$ cat config.mk
export PLATFORM = sky130hd
export DESIGN_NAME = rotor_step_controller_flat
export DESIGN_NICKNAME = d
export VERILOG_FILES = /design/src/rtl/enigma_pkg.sv /design/src/rtl/rotor_step_controller_if.sv /design/src/rtl/rotor_stepper.sv /design/src/rtl/rotor_step_controller.sv /design/src/flat_wrapper.sv
export SDC_FILE = /design/constraint.sdc
export NUM_CORES = 1
export LEC_CHECK = 0
export ABC_AREA = 1
export BUFFER_PORTS_ARGS = -buffer_cell sky130_fd_sc_hd__buf_2
export CAP_MARGIN = 20
export CORE_MARGIN = 4
export CORE_UTILIZATION = 50
export CTS_BUF_LIST = sky130_fd_sc_hd__clkbuf_4 sky130_fd_sc_hd__clkbuf_8
export DETAILED_ROUTE_END_ITERATION = 7
export PLACE_DENSITY = 0.82
export SYNTH_ARGS = -nofsm -noshare
export SYNTH_HDL_FRONTEND = slang
export SYNTH_SLANG_ARGS = --single-unit
$ cat constraint.sdc
create_clock -name clk -period 1.6 [get_ports clk]
set_clock_uncertainty 0.2 [all_clocks]
set_input_delay 0.32 -clock clk [delete_from_list [all_inputs] [get_ports clk]]
set_output_delay 0.32 -clock clk [all_outputs]
set_load 0.005 [all_outputs]
$ cat src/rtl/enigma_pkg.sv
// rtl/enigma_pkg.sv - shared constants, types and helpers for the rotor step controller
package enigma_pkg;

    localparam int ALPHA = 26;
    localparam int LW    = 5;

    typedef logic [LW-1:0] letter_t;

    localparam letter_t    LAST_POS    = letter_t'(ALPHA - 1);
    localparam letter_t    NOTCH1_DEF  = 5'd21;
    localparam letter_t    NOTCH2_DEF  = 5'd4;
    localparam logic [7:0] TIMEOUT_DEF = 8'd255;

    typedef enum logic [2:0] {
        IDLE,
        STEP,
        ISSUE,
        WAIT,
        OUT
    } state_t;

    // Advance one position with wrap at the end of the alphabet.
    function automatic letter_t inc_mod(input letter_t p);
        return (p >= LAST_POS) ? '0 : p + 5'd1;
    endfunction

endpackage

$ cat src/rtl/rotor_step_controller_if.sv
// rtl/rotor_step_controller_if.sv - letter, config and datapath handshake bundle
interface rotor_step_controller_if;
    import enigma_pkg::*;

    logic    cfg_load;
    letter_t cfg_pos1;
    letter_t cfg_pos2;
    letter_t cfg_pos3;
    logic    in_valid;
    logic    in_ready;
    letter_t in_char;
    logic    enc_start;
    letter_t enc_char;
    letter_t rotor1_pos;
    letter_t rotor2_pos;
    letter_t rotor3_pos;
    logic    enc_done;
    letter_t enc_result;
    logic    out_valid;
    logic    out_ready;
    letter_t out_char;
    logic    err;
    logic    busy;

    modport slave (
        input  cfg_load, cfg_pos1, cfg_pos2, cfg_pos3,
        input  in_valid, in_char, enc_done, enc_result, out_ready,
        output in_ready, enc_start, enc_char,
        output rotor1_pos, rotor2_pos, rotor3_pos,
        output out_valid, out_char, err, busy
    );

    modport master (
        output cfg_load, cfg_pos1, cfg_pos2, cfg_pos3,
        output in_valid, in_char, enc_done, enc_result, out_ready,
        input  in_ready, enc_start, enc_char,
        input  rotor1_pos, rotor2_pos, rotor3_pos,
        input  out_valid, out_char, err, busy
    );

endinterface

$ cat src/rtl/rotor_stepper.sv
// rtl/rotor_stepper.sv - next rotor positions with notch turnover and double-stepping
module rotor_stepper
    import enigma_pkg::*;
#(
    parameter letter_t NOTCH1 = NOTCH1_DEF,
    parameter letter_t NOTCH2 = NOTCH2_DEF
) (
    input  letter_t p1,
    input  letter_t p2,
    input  letter_t p3,
    output letter_t n1,
    output letter_t n2,
    output letter_t n3
);

    logic turn1;
    logic turn2;

    assign turn1 = (p1 == NOTCH1);
    assign turn2 = (p2 == NOTCH2);

    // The middle rotor also steps itself when it sits on its own notch.
    assign n1 = inc_mod(p1);
    assign n2 = (turn1 || turn2) ? inc_mod(p2) : p2;
    assign n3 = turn2 ? inc_mod(p3) : p3;

endmodule

$ cat src/rtl/rotor_step_controller.sv
// rtl/rotor_step_controller.sv - per-letter rotor stepping and encode sequencing
module rotor_step_controller
    import enigma_pkg::*;
#(
    parameter letter_t    NOTCH1  = NOTCH1_DEF,
    parameter letter_t    NOTCH2  = NOTCH2_DEF,
    parameter logic [7:0] TIMEOUT = TIMEOUT_DEF
) (
    input logic                    clk,
    input logic                    rst_n,
    rotor_step_controller_if.slave bus
);

    state_t     state;
    letter_t    p1, p2, p3;
    letter_t    n1, n2, n3;
    letter_t    enc_char_q;
    letter_t    out_char_q;
    logic       rdy_q;
    logic       start_q;
    logic       valid_q;
    logic       err_q;
    logic       busy_q;
    logic [7:0] wait_cnt;
    logic       cfg_bad;
    logic       char_bad;

    rotor_stepper #(
        .NOTCH1 (NOTCH1),
        .NOTCH2 (NOTCH2)
    ) u_stepper (
        .p1 (p1),
        .p2 (p2),
        .p3 (p3),
        .n1 (n1),
        .n2 (n2),
        .n3 (n3)
    );

    assign cfg_bad  = (bus.cfg_pos1 > LAST_POS) || (bus.cfg_pos2 > LAST_POS) ||
                      (bus.cfg_pos3 > LAST_POS);
    assign char_bad = (bus.in_char > LAST_POS);

    // A config load owns the IDLE cycle, so no letter may be taken alongside it.
    assign bus.in_ready   = rdy_q & ~bus.cfg_load;
    assign bus.enc_start  = start_q;
    assign bus.enc_char   = enc_char_q;
    assign bus.rotor1_pos = p1;
    assign bus.rotor2_pos = p2;
    assign bus.rotor3_pos = p3;
    assign bus.out_valid  = valid_q;
    assign bus.out_char   = out_char_q;
    assign bus.err        = err_q;
    assign bus.busy       = busy_q;

    always_ff @(posedge clk or negedge rst_n) begin
        if (!rst_n) begin
            state      <= IDLE;
            p1         <= '0;
            p2         <= '0;
            p3         <= '0;
            enc_char_q <= '0;
            out_char_q <= '0;
            rdy_q      <= 1'b0;
            start_q    <= 1'b0;
            valid_q    <= 1'b0;
            err_q      <= 1'b0;
            busy_q     <= 1'b0;
            wait_cnt   <= '0;
        end else begin
            start_q <= 1'b0;
            err_q   <= 1'b0;
            case (state)
                IDLE: begin
                    rdy_q <= 1'b1;
                    if (bus.cfg_load) begin
                        if (cfg_bad) begin
                            err_q <= 1'b1;
                        end else begin
                            p1 <= bus.cfg_pos1;
                            p2 <= bus.cfg_pos2;
                            p3 <= bus.cfg_pos3;
                        end
                    end else if (bus.in_valid && rdy_q) begin
                        if (char_bad) begin
                            err_q <= 1'b1;
                        end else begin
                            enc_char_q <= bus.in_char;
                            rdy_q      <= 1'b0;
                            busy_q     <= 1'b1;
                            state      <= STEP;
                        end
                    end
                end
                STEP: begin
                    p1      <= n1;
                    p2      <= n2;
                    p3      <= n3;
                    start_q <= 1'b1;
                    state   <= ISSUE;
                end
                ISSUE: begin
                    wait_cnt <= '0;
                    state    <= WAIT;
                end
                WAIT: begin
                    if (bus.enc_done) begin
                        out_char_q <= bus.enc_result;
                        valid_q    <= 1'b1;
                        state      <= OUT;
                    end else if (wait_cnt == TIMEOUT - 8'd1) begin
                        err_q  <= 1'b1;
                        busy_q <= 1'b0;
                        rdy_q  <= 1'b1;
                        state  <= IDLE;
                    end else begin
                        wait_cnt <= wait_cnt + 8'd1;
                    end
                end
                OUT: begin
                    if (bus.out_ready) begin
                        valid_q <= 1'b0;
                        busy_q  <= 1'b0;
                        rdy_q   <= 1'b1;
                        state   <= IDLE;
                    end
                end
                default: begin
                    busy_q <= 1'b0;
                    state  <= IDLE;
                end
            endcase
        end
    end

endmodule

$ cat src/flat_wrapper.sv
// flat-port wrapper written by rule: the top's interface ports become plain ports
module rotor_step_controller_flat import enigma_pkg::*;
#(
    parameter letter_t    NOTCH1  = NOTCH1_DEF,
    parameter letter_t    NOTCH2  = NOTCH2_DEF,
    parameter logic [7:0] TIMEOUT = TIMEOUT_DEF
)
  (clk, rst_n, bus_cfg_load, bus_cfg_pos1, bus_cfg_pos2, bus_cfg_pos3, bus_in_valid, bus_in_char, bus_enc_done, bus_enc_result, bus_out_ready, bus_in_ready, bus_enc_start, bus_enc_char, bus_rotor1_pos, bus_rotor2_pos, bus_rotor3_pos, bus_out_valid, bus_out_char, bus_err, bus_busy);
  rotor_step_controller_if bus_i ();
  input logic clk;
  input logic rst_n;
  input wire logic [$bits(bus_i.cfg_load)-1:0] bus_cfg_load;
  input wire logic [$bits(bus_i.cfg_pos1)-1:0] bus_cfg_pos1;
  input wire logic [$bits(bus_i.cfg_pos2)-1:0] bus_cfg_pos2;
  input wire logic [$bits(bus_i.cfg_pos3)-1:0] bus_cfg_pos3;
  input wire logic [$bits(bus_i.in_valid)-1:0] bus_in_valid;
  input wire logic [$bits(bus_i.in_char)-1:0] bus_in_char;
  input wire logic [$bits(bus_i.enc_done)-1:0] bus_enc_done;
  input wire logic [$bits(bus_i.enc_result)-1:0] bus_enc_result;
  input wire logic [$bits(bus_i.out_ready)-1:0] bus_out_ready;
  output wire logic [$bits(bus_i.in_ready)-1:0] bus_in_ready;
  output wire logic [$bits(bus_i.enc_start)-1:0] bus_enc_start;
  output wire logic [$bits(bus_i.enc_char)-1:0] bus_enc_char;
  output wire logic [$bits(bus_i.rotor1_pos)-1:0] bus_rotor1_pos;
  output wire logic [$bits(bus_i.rotor2_pos)-1:0] bus_rotor2_pos;
  output wire logic [$bits(bus_i.rotor3_pos)-1:0] bus_rotor3_pos;
  output wire logic [$bits(bus_i.out_valid)-1:0] bus_out_valid;
  output wire logic [$bits(bus_i.out_char)-1:0] bus_out_char;
  output wire logic [$bits(bus_i.err)-1:0] bus_err;
  output wire logic [$bits(bus_i.busy)-1:0] bus_busy;
  assign bus_i.cfg_load = bus_cfg_load;
  assign bus_i.cfg_pos1 = bus_cfg_pos1;
  assign bus_i.cfg_pos2 = bus_cfg_pos2;
  assign bus_i.cfg_pos3 = bus_cfg_pos3;
  assign bus_i.in_valid = bus_in_valid;
  assign bus_i.in_char = bus_in_char;
  assign bus_i.enc_done = bus_enc_done;
  assign bus_i.enc_result = bus_enc_result;
  assign bus_i.out_ready = bus_out_ready;
  assign bus_in_ready = bus_i.in_ready;
  assign bus_enc_start = bus_i.enc_start;
  assign bus_enc_char = bus_i.enc_char;
  assign bus_rotor1_pos = bus_i.rotor1_pos;
  assign bus_rotor2_pos = bus_i.rotor2_pos;
  assign bus_rotor3_pos = bus_i.rotor3_pos;
  assign bus_out_valid = bus_i.out_valid;
  assign bus_out_char = bus_i.out_char;
  assign bus_err = bus_i.err;
  assign bus_busy = bus_i.busy;
  rotor_step_controller #(.NOTCH1(NOTCH1), .NOTCH2(NOTCH2), .TIMEOUT(TIMEOUT)) u_core (.clk(clk), .rst_n(rst_n), .bus(bus_i));
endmodule
==> impl_metrics.py <==
metrics = {
    "outcome": {
        "status": "finished, violations left",
        "violations": "setup timing",
    },
    "synth": {
        "synth_top_family_by_area": "simple AND/OR/NAND/NOR gates",
        "ys_ff_latch": 41,
        "synthSimpleGateAreaFrac_pct": 40.3,
        "synthArstFlopShare_pct": 100,
        "synth_xor_area_share_pct": 1.36,
        "synth_area_um2": 2580,
        "ys_seq_area_share_pct": 39.7,
        "synthesis.nets": 418,
        "ys.flop_type": "dfrtp_1",
        "ys_types": 28,
        "synth-edff-count": 0,
        "synth_compound_area_share_pct": 4.94,
        "avgSynthCellArea_um2": 6.83,
        "synth_warnings": 0,
        "synth_cells": 378,
        "synthMuxAreaShare_pct": 0,
        "synthAdderAreaFrac_pct": 4.36,
    },
    "routing": {
        "detail-route-antenna-nets": 0,
        "drt-total-wl_um": 7840,
        "post_drt_wl_per_cell_um": 14.2,
        "via_per_inst": 5.29,
        "remaining_drc_errors": 0,
        "drtIter0Drc": 168,
        "dr.pass1.iters": 5,
        "vias": 2933,
    },
    "layout": {
        "most-common-layout-cells": "nand2_1, buf_2, nand3_1, buf_4",
        "area_growth_pct": 42.4,
        "post_route_cells_drive_above_1_share_pct": 39.6,
        "fill_cells": 329,
        "diodes": 0,
        "layout_commonest_cell": "nand2_1",
        "postLayoutCoreUtil_pct": 75.8,
        "finalNetCount": 526,
        "final_cell_area_um2": 3670,
    },
    "floorplan": {
        "die_y_um": 79.9,
        "dieArea_um2": 6380,
        "core-area_um2": 4850,
        "initial_core_util_pct": 53.2,
        "ios": 61,
        "die_x_um": 79.9,
        "row_count": 25,
    },
    "cts": {
        "cts.sinks": 41,
        "tritoncts": "built",
        "clock_path_buffers": 2,
        "cts.clk_slew.worst_paths_ns": 0.08,
        "htree_levels": 2,
        "insertion_delay_ns": 0.30,
        "cts_root_buffer": "clkbuf_8",
        "cts_buffers": 5,
    },
    "hold_path": {
        "hp-start": "bus_enc_result[4]",
        "hp-class": "primary input to flop",
    },
    "setup_path": {
        "cp-startpoint": "u_core.wait_cnt[0]",
        "worstSetupEndpointType": "flop",
        "arrival_ns": 1.64,
        "required_ns": 1.60,
        "r2r_start": "u_core.wait_cnt[0]",
        "criticalPathCategory": "flop to flop",
        "crit_fanout": 2,
        "critPathLaunchType": "flop",
    },
    "sta": {
        "fmax_mhz": 610,
        "setup_viol": 7,
        "fin_crit_ns": 1.64,
        "hold_violations": 0,
        "drv_slew": 0,
        "hold_ws_ns": 0.00867,
        "period_share_pct": 102,
        "slew_headroom_pct": 77.9,
        "worst_pin_slew_ns": 0.332,
        "setup_slack_ns": -0.0387,
        "rsz0062_at_grt": "true",
    },
    "global_route": {
        "gr-usage-all-layers_pct": 22.7,
        "grt_antenna_before_repair": 0,
        "grt_max_degree": 42,
        "first_global_vias": 2658,
        "grt-ovfl-total": 0,
        "grt_pass1_wl_um": 11500,
    },
    "place": {
        "placed_area_um2": 3210,
        "post-place-ws_ns": -0.156,
        "hpwl_um": 5120,
        "gp_congestion": 0.885,
        "io_buffers": 60,
    },
    "pwr": {
        "powerDensity_nw_per_um2": 1840,
        "ir_drop_uv": 960,
        "p_leak_uw": 0.00206,
    },
    "job": {
        "max_cap_viol_count": 0,
    },
}
## what timing repair did
item,CTS,global route
resized for setup,15,72
setup endpoints to repair,20,33
hold buffers,1,0
setup buffers,4,8
hold endpoints to repair,41,0
pin swaps,4,21
gates cloned,0,0
## logic make-up after synthesis
logic type / count (synthesis)
xor+xnor: 4
simple gates: 242
compound gates: 23
fa+ha+maj: 9
flops: 41
buf+inv: 59
## path summary, 6_finish.rpt
kind	endpoint	slack, ns	depth (start not counted)
min in group asynchronous	u_core.wait_cnt[0]	0.30	3
min	u_core.bus.out_char[4]	0.009	3
max	u_core.bus.busy	-0.04	10
min reg2reg	u_core.bus.out_char[3]	0.28	2
max reg2reg	u_core.bus.busy	-0.04	10
max in group asynchronous	u_core.bus.rotor2_pos[0]	0.66	3
## Yosys cell counts (3+ instances only)
library cell / count / area share (%)
nand2_1: 144 / 21
clkbuf_1: 4 / 0.58
nor2_1: 25 / 3.6
xor2_1: 4 / 1.4
o21ai_1: 14 / 2.7
nand3_1: 54 / 10
inv_2: 7 / 1.0
ha_1: 9 / 4.4
dfrtp_1: 41 / 40
inv_1: 42 / 6.1
buf_2: 3 / 0.58
nand3b_1: 3 / 0.87
nand4_1: 9 / 2.2
## layer usage
metal	part of all wire (%)	routed length, um	track usage, %	vias to the layer above
met3	6.8	532	4.06	36
met1	39	3020	26.8	1350
met2	51	4020	39.9	144
li1	-	-	-	1403
met5	0	0	0	-
met4	3.3	261	10.3	0
## layout make-up
cell class,count,area (um^2),area share [%]
Tap cell,67,83.8,2.28
Inverter,49,195,5.31
Multi-Input combinational cell,278,1540,42.0
Timing Repair Buffer,111,732,19.9
Clock buffer,5,68.8,1.87
Sequential cell,41,1030,28.1
Clock inverter,3,17.5,0.477
## stage by stage
step           TNS, ns  power [uW]  cells
2_1_floorplan        0        3790    378
3_3_place_gp   -0.0768        4970    533
3_5_place_dp    -0.908        5110    533
4_1_cts              0        6010    546
5_1_grt          -1.70        7310    554
6_report        -0.125        6750    554
## critical path, cell delays in order, from the launching register on
cell	delay (ns)
dfrtp_1	0.40
inv_2	0.08
ha_4	0.12
inv_2	0.04
nor2_4	0.12
nand2_2	0.08
buf_6	0.13
a21oi_2	0.17
nand2_1	0.07
nand2_1	0.07
nand2_1	0.05
## flip-flops by register name, summed over array words and instances (netlist names)
register               flops
u_core.rdy_q               1
u_core.wait_cnt            8
u_core.bus.out_char        5
u_core.bus.err             1
u_core.bus.enc_start       1
u_core.bus.busy            1
u_core.bus.enc_char        5
u_core.state               3
u_core.bus.rotor3_pos      5
u_core.bus.rotor2_pos      5
u_core.bus.out_valid       1
u_core.bus.rotor1_pos      5
## power breakdown
| part | internal, uW | switching, uW | leakage (uW) |
|---|---|---|---|
| registers | 1450 | 477 | 0.000513 |
| logic | 1860 | 2280 | 0.00150 |
| clock network | 301 | 385 | 0.0000439 |
(Power assumes the default switching activity.)
